<file path="src/rtl/spi_master_shifter_if.sv">
// Bus bundle for spi_master_shifter: register-block handshake plus the
// divider and serial pins. The "master" view is taken by the shift engine;
// the "slave" view is taken by whatever drives it (register block, divider,
// SPI slave, or a testbench).
interface spi_master_shifter_if #(
   parameter int unsigned DATA_WIDTH = 8
);
   logic                  start;
   logic [DATA_WIDTH-1:0] tx_data;
   logic                  sck_in;
   logic                  miso;
   logic                  en_div;
   logic                  cs_n;
   logic                  mosi;
   logic                  busy;
   logic                  done;
   logic [DATA_WIDTH-1:0] rx_data;

   modport master (
      input  start, tx_data, sck_in, miso,
      output en_div, cs_n, mosi, busy, done, rx_data
   );

   modport slave (
      output start, tx_data, sck_in, miso,
      input  en_div, cs_n, mosi, busy, done, rx_data
   );
endinterface

</file>
<file path="src/rtl/spi_master_shifter.sv">
// SPI mode-0 (CPOL=0, CPHA=0) master shift engine, MSB first.
// Gates an external SCK divider through en_div and edge-detects its SCK in the
// clk_cpu domain. Frames each word with CS_n setup/hold time, shifts tx_data out
// on MOSI, samples MISO on SCK rise, and reports via a start/busy/done handshake.
module spi_master_shifter #(
   parameter int unsigned DATA_WIDTH = 8,
   parameter int unsigned CS_SETUP   = 2,
   parameter int unsigned CS_HOLD    = 2
) (
   input  logic                 clk_cpu,
   input  logic                 rst,
   spi_master_shifter_if.master bus
);

   localparam int unsigned BW      = $clog2(DATA_WIDTH + 1);
   localparam int unsigned CNT_MAX = (CS_SETUP > CS_HOLD) ? CS_SETUP : CS_HOLD;
   localparam int unsigned CW      = (CNT_MAX < 2) ? 1 : $clog2(CNT_MAX + 1);

   typedef enum logic [1:0] {
      IDLE,
      SETUP,
      SHIFT,
      HOLD
   } state_t;

   state_t                state_q, state_d;
   logic [CW-1:0]         cnt_q, cnt_d;
   logic [BW-1:0]         bit_cnt_q, bit_cnt_d;
   // Only the bits still to be sent after the one currently on MOSI are kept;
   // the top of this register is always the next MOSI bit.
   logic [DATA_WIDTH-2:0] tx_sr_q, tx_sr_d;
   logic [DATA_WIDTH-1:0] rx_sr_q, rx_sr_d;
   logic [DATA_WIDTH-1:0] rx_data_q, rx_data_d;
   logic                  en_div_q, en_div_d;
   logic                  cs_n_q, cs_n_d;
   logic                  mosi_q, mosi_d;
   logic                  busy_q, busy_d;
   logic                  done_q, done_d;
   logic                  sck_q;
   logic                  rise;
   logic                  fall;

   assign rise = bus.sck_in & ~sck_q;
   assign fall = ~bus.sck_in & sck_q;

   assign bus.en_div  = en_div_q;
   assign bus.cs_n    = cs_n_q;
   assign bus.mosi    = mosi_q;
   assign bus.busy    = busy_q;
   assign bus.done    = done_q;
   assign bus.rx_data = rx_data_q;

   // SCK history for edge detection in the clk_cpu domain.
   always_ff @(posedge clk_cpu or posedge rst) begin
      if (rst) begin
         sck_q <= 1'b0;
      end else begin
         sck_q <= bus.sck_in;
      end
   end

   // State and datapath registers; reset forces CS_n high and the divider off at once.
   always_ff @(posedge clk_cpu or posedge rst) begin
      if (rst) begin
         state_q   <= IDLE;
         cnt_q     <= '0;
         bit_cnt_q <= '0;
         tx_sr_q   <= '0;
         rx_sr_q   <= '0;
         rx_data_q <= '0;
         en_div_q  <= 1'b0;
         cs_n_q    <= 1'b1;
         mosi_q    <= 1'b0;
         busy_q    <= 1'b0;
         done_q    <= 1'b0;
      end else begin
         state_q   <= state_d;
         cnt_q     <= cnt_d;
         bit_cnt_q <= bit_cnt_d;
         tx_sr_q   <= tx_sr_d;
         rx_sr_q   <= rx_sr_d;
         rx_data_q <= rx_data_d;
         en_div_q  <= en_div_d;
         cs_n_q    <= cs_n_d;
         mosi_q    <= mosi_d;
         busy_q    <= busy_d;
         done_q    <= done_d;
      end
   end

   // Next-state and next-datapath logic for the transfer sequence.
   always_comb begin
      state_d   = state_q;
      cnt_d     = cnt_q;
      bit_cnt_d = bit_cnt_q;
      tx_sr_d   = tx_sr_q;
      rx_sr_d   = rx_sr_q;
      rx_data_d = rx_data_q;
      en_div_d  = en_div_q;
      cs_n_d    = cs_n_q;
      mosi_d    = mosi_q;
      busy_d    = busy_q;
      done_d    = 1'b0;

      unique case (state_q)
         IDLE: begin
            if (bus.start) begin
               tx_sr_d = bus.tx_data[DATA_WIDTH-2:0];
               mosi_d  = bus.tx_data[DATA_WIDTH-1];
               cs_n_d  = 1'b0;
               busy_d  = 1'b1;
               cnt_d   = '0;
               state_d = SETUP;
            end
         end

         SETUP: begin
            if (cnt_q == CW'(CS_SETUP - 1)) begin
               en_div_d  = 1'b1;
               bit_cnt_d = '0;
               state_d   = SHIFT;
            end else begin
               cnt_d = cnt_q + CW'(1);
            end
         end

         SHIFT: begin
            if (rise) begin
               rx_sr_d = {rx_sr_q[DATA_WIDTH-2:0], bus.miso};
               if (bit_cnt_q != BW'(DATA_WIDTH)) begin
                  bit_cnt_d = bit_cnt_q + BW'(1);
               end
            end else if (fall) begin
               if (bit_cnt_q != BW'(DATA_WIDTH)) begin
                  mosi_d  = tx_sr_q[DATA_WIDTH-2];
                  tx_sr_d = tx_sr_q << 1;
               end else begin
                  en_div_d = 1'b0;
                  mosi_d   = 1'b0;
                  cnt_d    = '0;
                  state_d  = HOLD;
               end
            end
         end

         HOLD: begin
            if (cnt_q == CW'(CS_HOLD - 1)) begin
               cs_n_d    = 1'b1;
               rx_data_d = rx_sr_q;
               done_d    = 1'b1;
               busy_d    = 1'b0;
               state_d   = IDLE;
            end else begin
               cnt_d = cnt_q + CW'(1);
            end
         end

         default: begin
            state_d = IDLE;
         end
      endcase
   end

endmodule

</file>
<file path="src/flat_wrapper.sv">
// flat-port wrapper written by rule: the top's interface ports become plain ports
module spi_master_shifter_flat 
#(
   parameter int unsigned DATA_WIDTH = 8,
   parameter int unsigned CS_SETUP   = 2,
   parameter int unsigned CS_HOLD    = 2
)
  (clk_cpu, rst, bus_start, bus_tx_data, bus_sck_in, bus_miso, bus_en_div, bus_cs_n, bus_mosi, bus_busy, bus_done, bus_rx_data);
  spi_master_shifter_if #(.DATA_WIDTH(DATA_WIDTH)) bus_i ();
  input  logic clk_cpu;
  input  logic rst;
  input wire logic [$bits(bus_i.start)-1:0] bus_start;
  input wire logic [$bits(bus_i.tx_data)-1:0] bus_tx_data;
  input wire logic [$bits(bus_i.sck_in)-1:0] bus_sck_in;
  input wire logic [$bits(bus_i.miso)-1:0] bus_miso;
  output wire logic [$bits(bus_i.en_div)-1:0] bus_en_div;
  output wire logic [$bits(bus_i.cs_n)-1:0] bus_cs_n;
  output wire logic [$bits(bus_i.mosi)-1:0] bus_mosi;
  output wire logic [$bits(bus_i.busy)-1:0] bus_busy;
  output wire logic [$bits(bus_i.done)-1:0] bus_done;
  output wire logic [$bits(bus_i.rx_data)-1:0] bus_rx_data;
  assign bus_i.start = bus_start;
  assign bus_i.tx_data = bus_tx_data;
  assign bus_i.sck_in = bus_sck_in;
  assign bus_i.miso = bus_miso;
  assign bus_en_div = bus_i.en_div;
  assign bus_cs_n = bus_i.cs_n;
  assign bus_mosi = bus_i.mosi;
  assign bus_busy = bus_i.busy;
  assign bus_done = bus_i.done;
  assign bus_rx_data = bus_i.rx_data;
  spi_master_shifter #(.DATA_WIDTH(DATA_WIDTH), .CS_SETUP(CS_SETUP), .CS_HOLD(CS_HOLD)) u_core (.clk_cpu(clk_cpu), .rst(rst), .bus(bus_i));
endmodule
</file>
<file path="config.mk">
export PLATFORM = sky130hd
export DESIGN_NAME = spi_master_shifter_flat
export DESIGN_NICKNAME = d
export VERILOG_FILES = /design/src/rtl/spi_master_shifter_if.sv /design/src/rtl/spi_master_shifter.sv /design/src/flat_wrapper.sv
export SDC_FILE = /design/constraint.sdc
export NUM_CORES = 1
export LEC_CHECK = 0
export ABC_CLOCK_PERIOD_IN_PS = 4000
export CORE_AREA = 10 10 96 56
export CTS_CLUSTER_DIAMETER = 30
export CTS_CLUSTER_SIZE = 40
export DETAILED_ROUTE_END_ITERATION = 7
export DIE_AREA = 0 0 106 66
export GPL_ROUTABILITY_DRIVEN = 0
export PLACE_DENSITY = 0.76
export REMOVE_ABC_BUFFERS = 1
export SYNTH_ARGS = -nofsm -noshare
export SYNTH_HDL_FRONTEND = slang
export SYNTH_SLANG_ARGS = --single-unit
</file>
<file path="constraint.sdc">
create_clock -name clk_cpu -period 4 [get_ports clk_cpu]
set_clock_uncertainty 0.2 [all_clocks]
set_input_delay 0.4 -clock clk_cpu [delete_from_list [all_inputs] [get_ports clk_cpu]]
set_output_delay 0.4 -clock clk_cpu [all_outputs]
set_load 0.05 [all_outputs]
</file>
==> impl_metrics.csv, run 1 <==
group,metric,value,unit
route,drtIter0Drc,96,
layout,drive_gt1_share,24.9,%
floorplan,core-area,3720,µm²
sta,max_freq,393,MHz
clock_tree,cts_sinks,37,
worst_setup_path,cp-start-kind,"flop",
global_route,antenna_found_initial,0,
worst_setup_path,cpMaxStageDelayCell,"ha_1",
route,remaining_drc_errors,0,
clock_tree,holdBufCountCts,0,
sta,finalSetupViolCount,0,
clock_tree,cts_resized,0,
pwr,p_per_area,806,nW/µm²
run,maxCapViolCount,0,
synth,synth_area,1880,µm²
worst_setup_path,critPathKind,"flop to flop",
floorplan,num_io_pins,26,
layout,final_common_cell,"dfrtp_1",
worst_setup_path,critPathCaptureType,"flop",
sta,finalHoldViolCount,0,
place,place_area,2180,µm²
floorplan,die_h,66,µm
sta,fin_crit,2550,ps
sta,relSlewSlack,46.7,%
layout,syn_to_final_growth,20.3,%
worst_setup_path,critPathArrivalTime,2520,ps
global_route,first_global_vias,1392,
global_route,grt_max_degree,38,
worst_hold_path,min_path_type,"flop to flop",
place,portBuffers,25,
floorplan,start_util,50.6,%
layout,layout_common_cells,"36 x dfrtp_1, 31 x mux2_2, 25 x clkdlybuf4s50_1, 11 x inv_1, 10 x ha_1",
route,ant_nets,0,
sta,timing.hold.ws,308,ps
worst_setup_path,cp.required,3970,ps
layout,fin_nets,207,
clock_tree,clk_path_buf_depth,2,
clock_tree,cts-root-buf,"clkbuf_8",
route,firstDrtPassIters,5,
synth,ys_warn_count,0,
pwr,vdd_drop_max,0.335,mV
route,vias_per_cell,5.32,
floorplan,row_count,16,
global_route,track_usage,12.1,%
pwr,cellLeakagePower,1.01,nW
worst_setup_path,max_stage_delay,700,ps
worst_setup_path,cp_num_buf_inv,1,
status,status,"complete, no violations",
sta,tns,0,ps
global_route,grt_remaining_overflow,0,
layout,final_area,2270,µm²
clock_tree,clk_latency,290,ps
synth,synth_cells,154,
synth,synth_cell_type_count,36,
sta,period_share,63.6,%
clock_tree,htree_levels,2,
clock_tree,cts_setup_buffers,0,
clock_tree,numCtsBuffers,5,
worst_setup_path,crit_chain,"inv_1 > ha_1 > nor2b_1 > o21ai_2 > o2111ai_4 > mux2_2",
clock_tree,cts_tree,"done",
sta,rsz0062_at_grt,"no",
sta,max_slew.worst_pin.slew,799,ps
synth,avgSynthCellArea,12.2,µm²
synth,synth-seq-area-share,49.2,%
synth,synth_seq_cells,37,
place,dp_hpwl,3020,µm
clock_tree,path_clk_slew,70,ps
floorplan,die_w,106,µm
sta,maxSlewViolCount,0,
route,wl_per_cell,16.6,µm
worst_setup_path,critPathTopFamily,"adder cells",
route,wl,3960,µm
route,vias,1271,
global_route,grt_pass1_wl,6780,µm
floorplan,dieArea,7000,µm²
worst_setup_path,crit_fanout,22,
worst_setup_path,r2r_setup_slack,1450,ps
layout,antenna_cells,0,
[cells by family (layout without fill, tap and decap cells)]
logic type | Yosys count | count (layout) | share of synthesized area, %
multiplexers | 33 | 33 | 19.6
adder cells (fa/ha/maj) | 10 | 10 | 6.64
flip-flops | 37 | 37 | 49.2
AO/OA/AOI/OAI | 29 | 29 | 12.4
buffers and inverters | 14 | 45 | 3.59
AND/OR/NAND/NOR | 31 | 31 | 8.63
[sequential cells by signal, indices dropped and copies added (netlist names)]
name	cells
u_core.bus.rx_data	8
u_core.bus.cs_n	1
u_core.bit_cnt_q	4
u_core.bus.done	1
u_core.state_q	2
u_core.bus.busy	1
u_core.rx_sr_q	8
u_core.sck_q	1
u_core.tx_sr_q	7
u_core.bus.en_div	1
u_core.cnt_q	2
u_core.bus.mosi	1
[synthesized netlist by cell type]
library cell / number / area, µm²
mux2i_1: 2 / 20.0
a32o_1: 1 / 10.0
and3b_1: 1 / 8.76
and2b_1: 1 / 7.51
nor2b_1: 2 / 12.5
buf_6: 1 / 11.3
o21ai_2: 1 / 8.76
and2b_4: 1 / 10.0
a21oi_4: 1 / 16.3
ha_1: 10 / 125
nand3b_1: 2 / 15.0
dfrtp_1: 36 / 901
o22a_1: 1 / 8.76
o21ai_0: 6 / 30.0
o21bai_1: 1 / 7.51
mux2_2: 31 / 349
inv_1: 11 / 41.3
and2_1: 1 / 6.26
o31ai_1: 1 / 7.51
o2111ai_4: 1 / 26.3
o22ai_1: 1 / 6.26
buf_4: 2 / 15.0
a221o_1: 1 / 10.0
nand3_1: 5 / 25.0
a22o_1: 1 / 8.76
dfstp_2: 1 / 26.3
a31oi_1: 2 / 12.5
nand4_1: 1 / 6.26
o2111a_1: 2 / 22.5
a21oi_1: 7 / 35.0
a211oi_1: 1 / 7.51
or2_2: 1 / 6.26
nand2b_1: 2 / 12.5
a221oi_2: 1 / 15.0
nor2_1: 7 / 26.3
nand2_1: 7 / 26.3
[report_power, final]
| group | switching, mW | internal (mW) |
|---|---|---|
| registers | 0.0964 | 0.519 |
| clock network | 0.134 | 0.121 |
| logic | 0.530 | 0.426 |
| total | 0.760 | 1.07 |
[metal layers]
metal / GRT usage [%] / vias up / wire length (µm)
met5: 0 / - / 0
met4: 4.53 / 0 / 51
met3: 3.79 / 4 / 192
met2: 19.6 / 31 / 1900
met1: 14.8 / 627 / 1820
li1: - / 609 / -
[final timing paths]
| check | startpoint | to | cells after the start |
|---|---|---|---|
| setup / recovery | u_core.state_q[0] | u_core.tx_sr_q[0] | 6 |
| hold / removal | u_core.bus.rx_data[5] | u_core.bus.rx_data[5] | 1 |
| setup reg to reg | u_core.state_q[0] | u_core.tx_sr_q[0] | 6 |
| hold reg to reg | u_core.bus.rx_data[5] | u_core.bus.rx_data[5] | 1 |
| max in group asynchronous | rst | u_core.bus.cs_n | 3 |
| min in group asynchronous | rst | u_core.tx_sr_q[5] | 3 |
[through the flow]
| stage | setup WS (ps) | cells | util [%] | power, mW |
|---|---|---|---|---|
| 4_1_cts | 1470 | 239 | 60.9 | 1.84 |
| 6_report | 1450 | 239 | 60.9 | 1.83 |
| 3_5_place_dp | 1480 | 231 | 58.6 | 1.58 |
| 3_3_place_gp | 1650 | 231 | 58.6 | 1.51 |
| 5_1_grt | 1300 | 239 | 60.9 | 1.96 |
| 2_1_floorplan | 1810 | 151 | - | 1.32 |
[layout make-up]
| type | count | area, µm² |
|---|---|---|
| Tap cell | 54 | 67.6 |
| Timing Repair Buffer | 26 | 258 |
| Clock inverter | 2 | 10.0 |
| Sequential cell | 37 | 927 |
| Fill cell | 302 | 1460 |
| Clock buffer | 6 | 72.6 |
| Inverter | 11 | 41.3 |
| Multi-Input combinational cell | 103 | 890 |
Power figures use the tool's default switching activity.
==> inputs of run 2 (changes only) <==
--- a/config.mk
+++ b/config.mk
@@ -5,7 +5,7 @@
 export SDC_FILE = /design/constraint.sdc
 export NUM_CORES = 1
 export LEC_CHECK = 0
-export ABC_CLOCK_PERIOD_IN_PS = 4000
+export ABC_CLOCK_PERIOD_IN_PS = 2500
 export CORE_AREA = 10 10 96 56
 export CTS_CLUSTER_DIAMETER = 30
 export CTS_CLUSTER_SIZE = 40
==> constraint.sdc (replaced) <==
create_clock -name clk_cpu -period 2.5 [get_ports clk_cpu]
set_clock_uncertainty 0.2 [all_clocks]
set_input_delay 0.25 -clock clk_cpu [delete_from_list [all_inputs] [get_ports clk_cpu]]
set_output_delay 0.25 -clock clk_cpu [all_outputs]
set_load 0.05 [all_outputs]
==> run 2 against run 1 <==
Net effect: non-clock buffer count grew 1; critical path depth is the same; routed wire length down 6.6%; hold slack worse by 160 ps; first-iteration DRC count down 55%; cell count is 0.42% higher; critical path type unchanged; setup slack worse by 1100 ps; highest routed layer unchanged; sequential power up 59%; combinational power increased by 59%; clock power rose by 59%; sequential cell count stayed put.
==> impl_metrics.csv, run 2 (same netlist as run 1, synthesis figures left out) <==
group,metric,value,unit
route,firstDrtPassIters,4,
clock_tree,numCtsBuffers,5,
layout,fin_nets,208,
floorplan,num_io_pins,26,
worst_hold_path,min_path_type,"input pin to asynchronous set/reset pin",
layout,layout_common_cells,"36 x dfrtp_1, 31 x mux2_2, 25 x clkdlybuf4s50_1, 11 x inv_1, 10 x ha_1",
pwr,seqPwrFrac,33.8,%
status,status,"complete, no violations",
route,wl_per_cell,15.4,µm
route,wl,3700,µm
route,vias_per_cell,5.35,
sta,fin_crit,2160,ps
floorplan,core-area,3720,µm²
sta,max_slew.worst_pin.slew,634,ps
pwr,pwr-share-comb,52.3,%
run,maxCapViolCount,0,
clock_tree,cts_tree,"done",
clock_tree,cts_sinks,37,
layout,final_area,2290,µm²
pwr,switching_power,1.19,mW
floorplan,die_w,106,µm
worst_setup_path,cp-start-kind,"flop",
pwr,p_per_area,1270,nW/µm²
global_route,grt_pass1_wl,6280,µm
sta,relSlewSlack,57.7,%
pwr,switching_share,41.0,%
clock_tree,clk_latency,290,ps
worst_setup_path,cpMaxStageDelayCell,"dfrtp_1",
place,dp_hpwl,2910,µm
floorplan,dieArea,7000,µm²
layout,n_fill_cell,312,
route,ant_nets,0,
pwr,vdd_drop_max,0.615,mV
layout,syn_to_final_growth,21.5,%
layout,antenna_cells,0,
sta,maxSlewViolCount,0,
worst_setup_path,crit_fanout,7,
route,vias,1283,
sta,finalHoldViolCount,0,
pwr,cellLeakagePower,1.02,nW
floorplan,start_util,50.6,%
floorplan,die_h,66,µm
clock_tree,path_clk_slew,70,ps
layout,drive_gt1_share,25.8,%
clock_tree,cts_resized,0,
place,place_area,2200,µm²
global_route,track_usage,11.3,%
global_route,first_global_vias,1337,
worst_setup_path,critPathKind,"flop to flop",
sta,tns,0,ps
sta,rsz0062_at_grt,"no",
pwr,intPower,1.71,mW
worst_setup_path,crit_chain,"inv_1 > ha_1 > and2b_4 > a21oi_4 > o2111ai_4 > mux2_2",
floorplan,row_count,16,
sta,period_share,86.5,%
global_route,antenna_found_initial,0,
clock_tree,clk_path_buf_depth,2,
global_route,grt_remaining_overflow,0,
sta,finalSetupViolCount,0,
pwr,power_frac_clock,13.9,%
route,drtIter0Drc,43,
place,portBuffers,25,
sta,max_freq,462,MHz
worst_setup_path,critPathCaptureType,"flop",
layout,final_common_cell,"dfrtp_1",
route,remaining_drc_errors,0,
global_route,grt_max_degree,24,
clock_tree,cts-root-buf,"clkbuf_8",
clock_tree,cts_setup_buffers,0,
worst_setup_path,max_stage_delay,430,ps
worst_setup_path,critPathArrivalTime,2140,ps
clock_tree,holdBufCountCts,0,
clock_tree,htree_levels,2,
worst_setup_path,cp.required,2480,ps
-- run 2: routing by layer --
layer | global-route usage, % | vias up | routed length [µm]
met3 | 4.77 | 6 | 245
li1 | - | 614 | -
met2 | 17.3 | 33 | 1660
met1 | 13.5 | 630 | 1760
met5 | 0 | - | 0
met4 | 5.37 | 0 | 36
-- run 2: final timing paths --
path                                   start                     to  slack [ps]  cells past startpoint
max in group asynchronous                rst    u_core.bit_cnt_q[2]        1420                      3
min in group clk_cpu       u_core.rx_sr_q[7]  u_core.bus.rx_data[7]         300                      1
hold / removal                           rst      u_core.tx_sr_q[2]         150                      2
setup reg to reg           u_core.state_q[0]      u_core.tx_sr_q[3]         340                      6
setup / recovery           u_core.state_q[0]      u_core.tx_sr_q[3]         340                      6
hold reg to reg            u_core.rx_sr_q[7]  u_core.bus.rx_data[7]         300                      1
-- run 2: layout make-up --
type | count | area (µm²) | area share [%]
Clock buffer | 5 | 68.8 | 3.01
Inverter | 11 | 41.3 | 1.80
Multi-Input combinational cell | 103 | 890 | 38.9
Timing Repair Buffer | 27 | 278 | 12.1
Tap cell | 54 | 67.6 | 2.95
Clock inverter | 3 | 17.5 | 0.765
Sequential cell | 37 | 927 | 40.5
-- run 2: critical path: cells and delay by family (launching register included) --
family / cells / cell delay [ps]
DFF: 1 / 430
buffers and inverters: 1 / 110
AOI/OAI and AO/OA: 2 / 420
and+or+nand+nor: 1 / 230
muxes: 1 / 330
adders and majority gates: 1 / 320
-- run 2: through the flow --
| stage | utilization [%] | hold WS, ps | std cells | power [mW] | worst slack [ps] |
|---|---|---|---|---|---|
| finish | 61.5 | 149 | 240 | 2.90 | 336 |
| global route | 61.5 | 195 | 240 | 3.09 | 184 |
| CTS | 61.5 | 164 | 240 | 2.91 | 337 |
| detailed placement | 59.2 | 293 | 232 | 2.51 | 340 |
| global placement | 59.2 | 284 | 232 | 2.43 | 462 |
| floorplan | - | 81.4 | 151 | 2.11 | 314 |
-- run 2: power by group through the flow --
stage	logic, mW	registers [mW]	clock network [mW]
6_report	1.52	0.978	0.403
4_1_cts	1.52	0.979	0.411
3_5_place_dp	1.52	0.991	0
5_1_grt	1.64	1.01	0.434
3_3_place_gp	1.46	0.971	0
2_1_floorplan	0.925	1.18	0
